==> src/rtl/router_pkg.sv <==
// Shared types for the router egress path: address/data widths, the packet
// record carried through the egress FIFO, and the egress FSM state encoding.
package router_pkg;

  localparam int ADDR_W = 4;
  localparam int DATA_W = 8;

  typedef struct packed {
    logic [ADDR_W-1:0] source;
    logic [ADDR_W-1:0] target;
    logic [DATA_W-1:0] data;
  } packet_t;

  typedef enum logic [1:0] {
    IDLE = 2'd0,
    SEND = 2'd1,
    GAP  = 2'd2
  } egress_state_t;

endpackage

==> src/rtl/sync_fifo.sv <==
// Single-clock FIFO of packet records with occupancy output. Pushes while full
// and pops while empty are ignored; DEPTH must be a power of two.
module sync_fifo
  import router_pkg::*;
#(
  parameter int WIDTH = $bits(packet_t),
  parameter int DEPTH = 4,
  localparam int AW = (DEPTH > 1) ? $clog2(DEPTH) : 1,
  localparam int LW = AW + 1
) (
  input  logic             clk,
  input  logic             rst_n,
  input  logic             push,
  input  logic [WIDTH-1:0] wdata,
  input  logic             pop,
  output logic [WIDTH-1:0] rdata,
  output logic             full,
  output logic             empty,
  output logic [LW-1:0]    level
);

  logic [WIDTH-1:0] mem_q [DEPTH];
  logic [WIDTH-1:0] mem_d [DEPTH];
  logic [AW-1:0]    wr_ptr_q, wr_ptr_d;
  logic [AW-1:0]    rd_ptr_q, rd_ptr_d;
  logic [LW-1:0]    level_q, level_d;
  logic             push_ok_s, pop_ok_s;

  assign full      = (level_q == LW'(DEPTH));
  assign empty     = (level_q == LW'(0));
  assign push_ok_s = push & ~full;
  assign pop_ok_s  = pop & ~empty;
  assign rdata     = mem_q[rd_ptr_q];
  assign level     = level_q;

  // Next-state for storage, pointers and occupancy; pointers wrap naturally.
  always_comb begin
    mem_d    = mem_q;
    wr_ptr_d = wr_ptr_q;
    rd_ptr_d = rd_ptr_q;
    level_d  = level_q;
    if (push_ok_s) begin
      mem_d[wr_ptr_q] = wdata;
      wr_ptr_d        = wr_ptr_q + AW'(1);
    end else begin
      wr_ptr_d = wr_ptr_q;
    end
    if (pop_ok_s) begin
      rd_ptr_d = rd_ptr_q + AW'(1);
    end else begin
      rd_ptr_d = rd_ptr_q;
    end
    case ({push_ok_s, pop_ok_s})
      2'b10:   level_d = level_q + LW'(1);
      2'b01:   level_d = level_q - LW'(1);
      default: level_d = level_q;
    endcase
  end

  // State registers; reset discards all stored packets.
  always_ff @(posedge clk or negedge rst_n) begin
    if (!rst_n) begin
      for (int i = 0; i < DEPTH; i++) begin
        mem_q[i] <= {WIDTH{1'b0}};
      end
      wr_ptr_q <= AW'(0);
      rd_ptr_q <= AW'(0);
      level_q  <= LW'(0);
    end else begin
      mem_q    <= mem_d;
      wr_ptr_q <= wr_ptr_d;
      rd_ptr_q <= rd_ptr_d;
      level_q  <= level_d;
    end
  end

endmodule

==> src/rtl/egress_port.sv <==
// Router egress port: filters fabric packets by target address, buffers them,
// and emits one single-cycle strobe per packet with an optional inter-packet gap.
module egress_port
  import router_pkg::*;
#(
  parameter int PORT_ID    = 2,
  parameter int DEPTH      = 4,
  parameter int GAP_CYCLES = 0,
  localparam int LW = $clog2(DEPTH) + 1
) (
  input  logic              clk,
  input  logic              rst_n,
  input  logic              valid_in,
  input  logic [ADDR_W-1:0] source_in,
  input  logic [ADDR_W-1:0] target_in,
  input  logic [DATA_W-1:0] data_in,
  output logic              in_ready,
  input  logic              out_hold,
  output logic              valid_out,
  output logic [ADDR_W-1:0] source_out,
  output logic [ADDR_W-1:0] target_out,
  output logic [DATA_W-1:0] data_out,
  output logic [LW-1:0]     level,
  output logic [7:0]        drop_cnt,
  output logic [7:0]        misroute_cnt
);

  egress_state_t state_q, state_d;
  packet_t       pkt_q, pkt_d;
  packet_t       in_pkt_s, head_s;
  logic          valid_q, valid_d;
  logic [3:0]    gap_q, gap_d;
  logic [7:0]    drop_q, drop_d;
  logic [7:0]    mis_q, mis_d;
  logic          match_s, push_s, pop_s, full_s, empty_s, start_s;

  assign in_pkt_s.source = source_in;
  assign in_pkt_s.target = target_in;
  assign in_pkt_s.data   = data_in;
  assign match_s = (target_in == ADDR_W'(PORT_ID));
  assign push_s  = valid_in & match_s;
  assign start_s = ~empty_s & ~out_hold;

  sync_fifo #(.WIDTH($bits(packet_t)), .DEPTH(DEPTH)) u_fifo (
    .clk   (clk),
    .rst_n (rst_n),
    .push  (push_s),
    .wdata (in_pkt_s),
    .pop   (pop_s),
    .rdata (head_s),
    .full  (full_s),
    .empty (empty_s),
    .level (level)
  );

  // Drop counters: a misroute wins over a full FIFO; both saturate.
  always_comb begin
    mis_d  = mis_q;
    drop_d = drop_q;
    if (valid_in && !match_s && (mis_q != 8'hFF)) begin
      mis_d = mis_q + 8'd1;
    end else if (push_s && full_s && (drop_q != 8'hFF)) begin
      drop_d = drop_q + 8'd1;
    end else begin
      mis_d  = mis_q;
      drop_d = drop_q;
    end
  end

  // Output FSM; the last gap cycle may start the next pulse so the gap is exact.
  always_comb begin
    state_d = state_q;
    gap_d   = gap_q;
    pkt_d   = pkt_q;
    valid_d = 1'b0;
    pop_s   = 1'b0;
    case (state_q)
      IDLE, GAP, SEND: begin
        if ((state_q == SEND) && (GAP_CYCLES != 0)) begin
          gap_d   = 4'(GAP_CYCLES);
          state_d = GAP;
        end else if ((state_q == GAP) && (gap_q > 4'd1)) begin
          gap_d   = gap_q - 4'd1;
          state_d = GAP;
        end else if (start_s) begin
          gap_d   = 4'd0;
          pop_s   = 1'b1;
          pkt_d   = head_s;
          valid_d = 1'b1;
          state_d = SEND;
        end else begin
          gap_d   = 4'd0;
          state_d = IDLE;
        end
      end
      default: begin
        state_d = IDLE;
        gap_d   = 4'd0;
      end
    endcase
  end

  // Registered outputs and control state.
  always_ff @(posedge clk or negedge rst_n) begin
    if (!rst_n) begin
      state_q <= IDLE;
      gap_q   <= 4'd0;
      pkt_q   <= '{source: 4'd0, target: 4'd0, data: 8'd0};
      valid_q <= 1'b0;
      drop_q  <= 8'd0;
      mis_q   <= 8'd0;
    end else begin
      state_q <= state_d;
      gap_q   <= gap_d;
      pkt_q   <= pkt_d;
      valid_q <= valid_d;
      drop_q  <= drop_d;
      mis_q   <= mis_d;
    end
  end

  assign in_ready     = ~full_s;
  assign valid_out    = valid_q;
  assign source_out   = pkt_q.source;
  assign target_out   = pkt_q.target;
  assign data_out     = pkt_q.data;
  assign drop_cnt     = drop_q;
  assign misroute_cnt = mis_q;

endmodule

==> config.mk <==
export PLATFORM = sky130hd
export DESIGN_NAME = egress_port
export DESIGN_NICKNAME = d
export VERILOG_FILES = /design/src/rtl/router_pkg.sv /design/src/rtl/sync_fifo.sv /design/src/rtl/egress_port.sv
export SDC_FILE = /design/constraint.sdc
export NUM_CORES = 1
export LEC_CHECK = 0
export CAP_MARGIN = 5
export CORE_MARGIN = 3
export CORE_UTILIZATION = 35
export DETAILED_ROUTE_END_ITERATION = 8
export GPL_ROUTABILITY_DRIVEN = 0
export SETUP_SLACK_MARGIN = 0.1
export SYNTH_ARGS = -nofsm -noshare
export SYNTH_HDL_FRONTEND = slang
export SYNTH_HIERARCHICAL = 1
export SYNTH_SLANG_ARGS = --single-unit
==> constraint.sdc <==
create_clock -name clk -period 3.4 [get_ports clk]
set_input_delay 0.68 -clock clk [delete_from_list [all_inputs] [get_ports clk]]
set_output_delay 0.68 -clock clk [all_outputs]
set_load 0.02 [all_outputs]
---- Word level (Yosys, flattened, before mapping) ----
Cells that the tools add are included.
cells by class
  bitwise logic cells ..................... 11
  multiply operators ...................... 0
  div/mod/pow operators ................... 0
  order comparisons ....................... 4
  eq/ne operators ......................... 8
  reductions and logical operators ........ 13
  multiplexer cells ....................... 15
  add/subtract/negate cells ............... 7
  shifts and indexed selects .............. 0
operator list
  operator                                            count
  bitwise mux 64 bit                                  1
  2-to-1 mux 16 bit                                   3
  binary-select mux 16 bit (select 2 bit)             1
  demux 16 bit (select 2 bit)                         1
  adder 8 x 1 -> 8 bit, second input constant         2
  != test 8 bit, second input constant                2
  2-to-1 mux 4 bit                                    2
  >= comparator 3 bit, second input constant          2
  logical AND 1 bit                                   6
  inverter 2 -> 3 bit                                 2
  case mux 3 bit (2 select lines)                     1
  inverter 1 bit                                      5
  adder 2 x 1 -> 2 bit, second input constant         2
  AND 1 bit                                           4
  == test 2 x 1 -> 1 bit, second input constant       2
  == test 2 bit, second input constant                2
  == test 4 x 2 -> 1 bit, second input constant       1
  > comparator 4 x 1 -> 1 bit, second input constant  1
  2-to-1 mux 1 bit                                    4
  2-to-1 mux 2 bit                                    2
  subtractor 4 x 1 -> 4 bit, second input constant    1
  adder 3 x 1 -> 3 bit, second input constant         1
  == test 3 bit, second input constant                1
  logical NOT 3 bit                                   1
  other kinds (8)                                     8
storage, ports and cells
  register bits ........................... 110
  bits in latches ......................... 0
  memories ................................ 0
  bits in writable memories ............... 0
  input bits .............................. 20
  word-level logic and storage cells ...... 73
  ROM bits ................................ 0

---- Logic depth before layout (Yosys ltp) ----
  word-level depth ........................ 9
  depth in mapped cells ................... 14

---- Cells and area by module ----
Netlist, hierarchy kept.
by module, submodules not included
  module       seq. area each (µm²)  times used  cells an instance  area an instance (µm²)
  sync_fifo    1776.7                1           192                3188.1
  egress_port  950.9                 1           134                1694.1

---- Least setup slack after synthesis ----
OpenSTA, ideal clock, no wires.
  kind .................................... reg2reg
  from .................................... reg gap_q[0]
  to ...................................... reg u_fifo.level_q[2] (netlist: u_fifo/level[2])
  setup slack ............................. 0.745 ns
  arrival ................................. 2.576 ns
  cell stages (with the launch flop) ...... 15
  path buffers ............................ 1
  path through ............................ dfrtp_1 inv_1 ha_1 nor2_1 o311ai_4 nand2_2 buf_2 inv_1 o31a_1 ha_1 inv_1 fa_1 xor2_1 nor2_1 xor2_1
on the way
  word-level cells in the longest chain between the ends .. 7
  elaborated cells between the ends (all ways) .. 9
RTL lines
  item                                                                   line                RTL
  from (decl)                                                            egress_port.sv:32   logic [3:0] gap_q, gap_d;
  from (signal assigned)                                                 egress_port.sv:114  gap_q <= gap_d;
  > comparator 4 x 1 -> 1 bit (*)                                        egress_port.sv:82   end else if ((state_q == GAP) && (gap_q > 4'd1)) begin
  logical AND 1 bit (*)                                                  egress_port.sv:82
  2-to-1 mux 1 bit (*)                                                   egress_port.sv:82
  2-to-1 mux 1 bit (*)                                                   egress_port.sv:77   case (state_q)
  named net pop_s                                                        egress_port.sv:35   logic match_s, push_s, pop_s, full_s, empty_s, start_s;
  AND 1 bit (*)                                                          sync_fifo.sv:32     assign pop_ok_s = pop & ~empty;
  named net u_fifo.pop_ok_s                                              sync_fifo.sv:27     logic push_ok_s, pop_ok_s;
  == test 2 x 1 -> 1 bit or == test 2 bit (tied branches)                sync_fifo.sv:53     case ({push_ok_s, pop_ok_s})
  case mux 3 bit (2 select lines) or nonzero test 2 bit (tied branches)  --
  to (signal assigned)                                                   sync_fifo.sv:73     level_q <= level_d;
  to (decl)                                                              sync_fifo.sv:26     logic [LW-1:0] level_q, level_d;
Mark *: on every way through the listed nets, which the timed path passes. The rest lies on a longest branch.
A chain may end at the register's enable or synchronous reset.

---- Final worst setup path ----
  from .................................... in target_in[3]
  to ...................................... reg u_fifo.level_q[1] (netlist: u_fifo/level[1])
on the way
  word-level cells in the longest chain between the ends .. 5
  elaborated cells between the ends (all ways) .. 7
RTL lines
  item                                                                   line               RTL
  from (decl)                                                            egress_port.sv:15  input logic [ADDR_W-1:0] target_in,
  == test 4 x 2 -> 1 bit (*)                                             egress_port.sv:40  assign match_s = (target_in == ADDR_W'(PORT_ID));
  AND 1 bit (*)                                                          egress_port.sv:41  assign push_s = valid_in & match_s;
  named net push_s                                                       egress_port.sv:35
  AND 1 bit (*)                                                          sync_fifo.sv:31    assign push_ok_s = push & ~full;
  == test 2 x 1 -> 1 bit or == test 2 bit (tied branches)                sync_fifo.sv:53
  case mux 3 bit (2 select lines) or nonzero test 2 bit (tied branches)  --
Marks and branches as above.

==> Flow_metrics.wiki <==
{| class="wikitable"
! Metric !! Value
|-
| Root cell of the clock tree || sky130_fd_sc_hd__clkbuf_16
|-
| Portion of total power attributed to the clock network || 27.6%
|-
| Layout overhead on the synthesized area || 24.0%
|-
| Count of cells resized by post-cts repair || 0
|-
| Maximum number of pins on one net before global-route repair || 56
|-
| Highest clock frequency the design can meet || around 370 MHz
|-
| Total inserted antenna cells || 0
|-
| Synth Warn # || 6
|-
| Most used standard cell by instance count after synthesis || sky130_fd_sc_hd__dfrtp_1
|-
| Placeable core region || 13500 um2
|-
| Result of the run || complete, no violations
|-
| Starting Density || a little over a third
|-
| Routed wire length per instance || roughly 16 um
|-
| Mapped Area || 4880 um2
|-
| Share of the synthesized area in the top cell type || around 56%
|-
| Number of non-filler instances in the completed layout || 577
|-
| Number of clock buffers inserted by TritonCTS || 9
|-
| Worst Max-Slew Pin Slew || about 0.88 ns
|-
| Initial DRC count || 119
|-
| Post-Syn Area per Cell || between 10 and 15 um2
|-
| Chip Height || 124 um
|-
| Routed WL || ~9.5 mm
|-
| # port buffers || between 50 and 60
|-
| CP endpoint || u_fifo/level[1]$_DFFE_PN0P_
|-
| Worst min path class || in2async
|-
| Largest area contributor in the netlist || sky130_fd_sc_hd__dfrtp_1
|-
| Number of flops mapped to enable cells by yosys || 0
|-
| Switching fraction of total power || around 29%
|-
| Number of post-CTS setup repair buffers || 0
|-
| Clock Sinks || 109
|-
| CTS tree || built
|-
| Worst-path clk slew || around 0.070 ns
|-
| Ratio of cells with drive above 1 in the final layout || about a third
|-
| Worst Reg-to-Reg Cells || 13
|-
| Arrival @ worst endpoint || ~3.0 ns
|-
| Post-synthesis cell type count || 43
|-
| Number of vias per cell || 4.89
|-
| Share of flip-flops with an asynchronous set or reset after synthesis || 100%
|-
| Time the final worst path needs with I/O delays and setup || between 2 and 3 ns
|-
| DRT antenna net count || 0
|-
| Final-stage net count || around 430
|-
| FF-to-FF Start || gap_q[0]$_DFF_PN0_
|-
| Cell-internal power || 3250 uW
|-
| First-pass GRT wire length || between 15 and 20 mm
|-
| Number of hold buffers added after cts || 0
|-
| Number of ports placed on the die boundary || 57
|-
| Crit. End Element || flip-flop
|-
| Die Outline Area || between 15000 and 20000 um2
|-
| Switching power of the nets || 1310 uW
|-
| Final hold violations || 0
|-
| Filler Cell Count || 1247
|-
| Startpoint type of the worst setup path || primary input
|-
| Combinational Power Share || 29.3%
|-
| Ratio of total power to cell area || 753 nW/um2
|-
| Post-route fraction of the period consumed by the critical path || 79.6%
|-
| H-tree lvl count || 3
|-
| Max_slew headroom || approximately 41%
|-
| Rows || 42
|-
| Top cells by area in the synthesized netlist || sky130_fd_sc_hd__dfrtp_1, sky130_fd_sc_hd__mux2_2, sky130_fd_sc_hd__mux4_2, sky130_fd_sc_hd__ha_1, sky130_fd_sc_hd__xnor2_1
|-
| Sum Neg Setup Slack || 0 ns
|-
| Die span in x || 124 um
|-
| Final setup viols || 0
|-
| Crit path max fanout || 6
|-
| RSZ-0062 raised after global routing || false
|-
| Number of DRC violations after detailed routing || 0
|-
| Worst endpoint required time || 3.66 ns
|-
| Leakage power total || 0.00277 uW
|-
| Syn nets || 356
|-
| Crit Path Category || in2reg
|-
| Fraction of the yosys area taken by sequential cells || 55.9%
|-
| Initial antenna violation count || 0
|-
| Peak supply drop || 0.429 mV
|-
| Count of pins over their slew limit || 0
|-
| Via count of the first global-routing pass || roughly 3000
|-
| Longest Clk Path Bufs || 2
|-
| Count of TritonRoute iterations in the first routing pass || 4
|-
| Maxcap violations || 0
|-
| Power share of the sequential group || 43.1%
|-
| Global route total overflow || 0
|-
| Later-pin clock latency in the skew report || 0.35 ns
|-
| Via count of the routed design || 2823
|-
| Total instance count after detailed placement || between 500 and 600
|-
| Cell count after synthesis || 326
|-
| Leading register cell type out of synthesis || sky130_fd_sc_hd__dfrtp_1
|-
| Worst Setup SP || target_in[3]
|-
| Reg-to-reg critical path endpoint || u_fifo/level[2]$_DFFE_PN0P_
|-
| Setup slack on the worst flop-to-flop path || just over 0.8 ns
|-
| HPWL reported at the end of detailed placement || 6.40 mm
|-
| Ranking of synthesized cells by instance count || sky130_fd_sc_hd__dfrtp_1, sky130_fd_sc_hd__mux2_2, sky130_fd_sc_hd__mux4_2, sky130_fd_sc_hd__nand2_1, sky130_fd_sc_hd__inv_1
|-
| Flip-flop and latch count after synthesis || 109
|-
| Max Clock Skew || 0.00800 ns
|-
| Global-route usage over all layers || 13.5%
|}
==> kinds of logic (layout without fill, tap and decap cells) <==
logic type / Yosys count / in the layout / synth area share, %
AO/OA/AOI/OAI: 8 / 8 / 1.51
XOR/XNOR: 16 / 16 / 2.87
adder cells (fa/ha/maj): 10 / 10 / 2.72
buffers and inverters: 22 / 97 / 2.51
flip-flops: 109 / 109 / 55.9
multiplexers: 104 / 104 / 27.7
AND/OR/NAND/NOR: 57 / 57 / 6.84
==> per-stage QoR <==
| stage | total power (uW) | setup WS [ns] | instance area (um2) | hold slack, ns | util [%] |
|---|---|---|---|---|---|
| 2_1_floorplan | 2850 | 0.745 | 4880 | 0.384 | - |
| 4_1_cts | 4630 | 0.695 | 6050 | 0.404 | 45.0 |
| 6_report | 4560 | 0.692 | 6050 | 0.366 | 45.0 |
| 3_3_place_gp | 3310 | 0.424 | 5690 | 0.469 | 42.3 |
| 3_5_place_dp | 3350 | 0.346 | 5690 | 0.486 | 42.3 |
| 5_1_grt | 4830 | 0.466 | 6050 | 0.429 | 45.0 |
==> routing by layer <==
metal / GRT usage (%) / share of wire (%) / vias up
li1: - / - / 1304
met5: 0 / 0 / -
met1: 18.6 / 48 / 1462
met4: 6.16 / 2.0 / 0
met3: 2.77 / 3.4 / 11
met2: 20.7 / 47 / 46
==> how the worst min path moves through the flow <==
stage	end	slack, ns	cells past startpoint
floorplan	data_out[0]$_DFFE_PN0P_	0.38	0
global placement	gap_q[0]$_DFF_PN0_	0.47	1
detailed placement	gap_q[0]$_DFF_PN0_	0.49	1
CTS	drop_cnt[7]$_DFFE_PN0P_	0.40	1
global route	drop_cnt[6]$_DFFE_PN0P_	0.43	1
finish	drop_cnt[7]$_DFFE_PN0P_	0.37	1
==> flip-flops by register name, indices dropped and copies added (netlist names) <==
name,flops
data_out,8
u_fifo/level,3
source_out,4
state_q,2
target_out,4
gap_q,4
misroute_cnt,8
u_fifo/wr_ptr_q,2
u_fifo/mem_q,64
u_fifo/rd_ptr_q,2
drop_cnt,8
==> power groups by stage <==
stage	Sequential (uW)	Clock [uW]	Combinational [uW]
2_1_floorplan	2000	0	846
3_3_place_gp	1980	0	1330
3_5_place_dp	2000	0	1360
4_1_cts	1980	1290	1360
5_1_grt	2030	1340	1460
6_report	1970	1260	1340
==> worst max-delay path, stage by stage <==
cell and delay, ns:
sky130_fd_sc_hd__clkdlybuf4s50_1 0.52, sky130_fd_sc_hd__nor4b_1 0.34, sky130_fd_sc_hd__buf_4 0.19, sky130_fd_sc_hd__and2_1 0.20
sky130_fd_sc_hd__nand2b_1 0.14, sky130_fd_sc_hd__ha_1 0.25, sky130_fd_sc_hd__inv_1 0.07, sky130_fd_sc_hd__fa_1 0.41
sky130_fd_sc_hd__mux2i_1 0.15
==> layout make-up <==
cell class                 count  area [um2]  share of cell area (%)
clock inverter                 6         135                    2.23
sequential                   109        2730                    45.1
multi-input combinational    195        2030                    33.6
clock buffer                  10         229                    3.78
timing repair buffer          68         661                    10.9
inverter                      13        48.8                   0.806
tap                          176         220                    3.64
==> placed cells by master, fill, tap and decap left out, types with 3 or more instances in the layout <==
cell | Yosys | layout
sky130_fd_sc_hd__and3_1 | 3 | 3
sky130_fd_sc_hd__buf_4 | 1 | 12
sky130_fd_sc_hd__ha_1 | 9 | 9
sky130_fd_sc_hd__xor2_1 | 5 | 5
sky130_fd_sc_hd__nand3_1 | 5 | 5
sky130_fd_sc_hd__mux2i_1 | 3 | 3
sky130_fd_sc_hd__inv_1 | 13 | 13
sky130_fd_sc_hd__bufinv_16 | 0 | 4
sky130_fd_sc_hd__dfrtp_1 | 109 | 109
sky130_fd_sc_hd__clkbuf_16 | 0 | 9
sky130_fd_sc_hd__nand4_1 | 4 | 4
sky130_fd_sc_hd__nand2_1 | 14 | 14
sky130_fd_sc_hd__mux4_2 | 16 | 16
sky130_fd_sc_hd__clkdlybuf4s50_1 | 0 | 55
sky130_fd_sc_hd__mux2_2 | 82 | 82
sky130_fd_sc_hd__nor2_1 | 11 | 11
sky130_fd_sc_hd__nor2_2 | 4 | 4
sky130_fd_sc_hd__xnor2_1 | 11 | 11
Power figures use the tool's default switching activity.
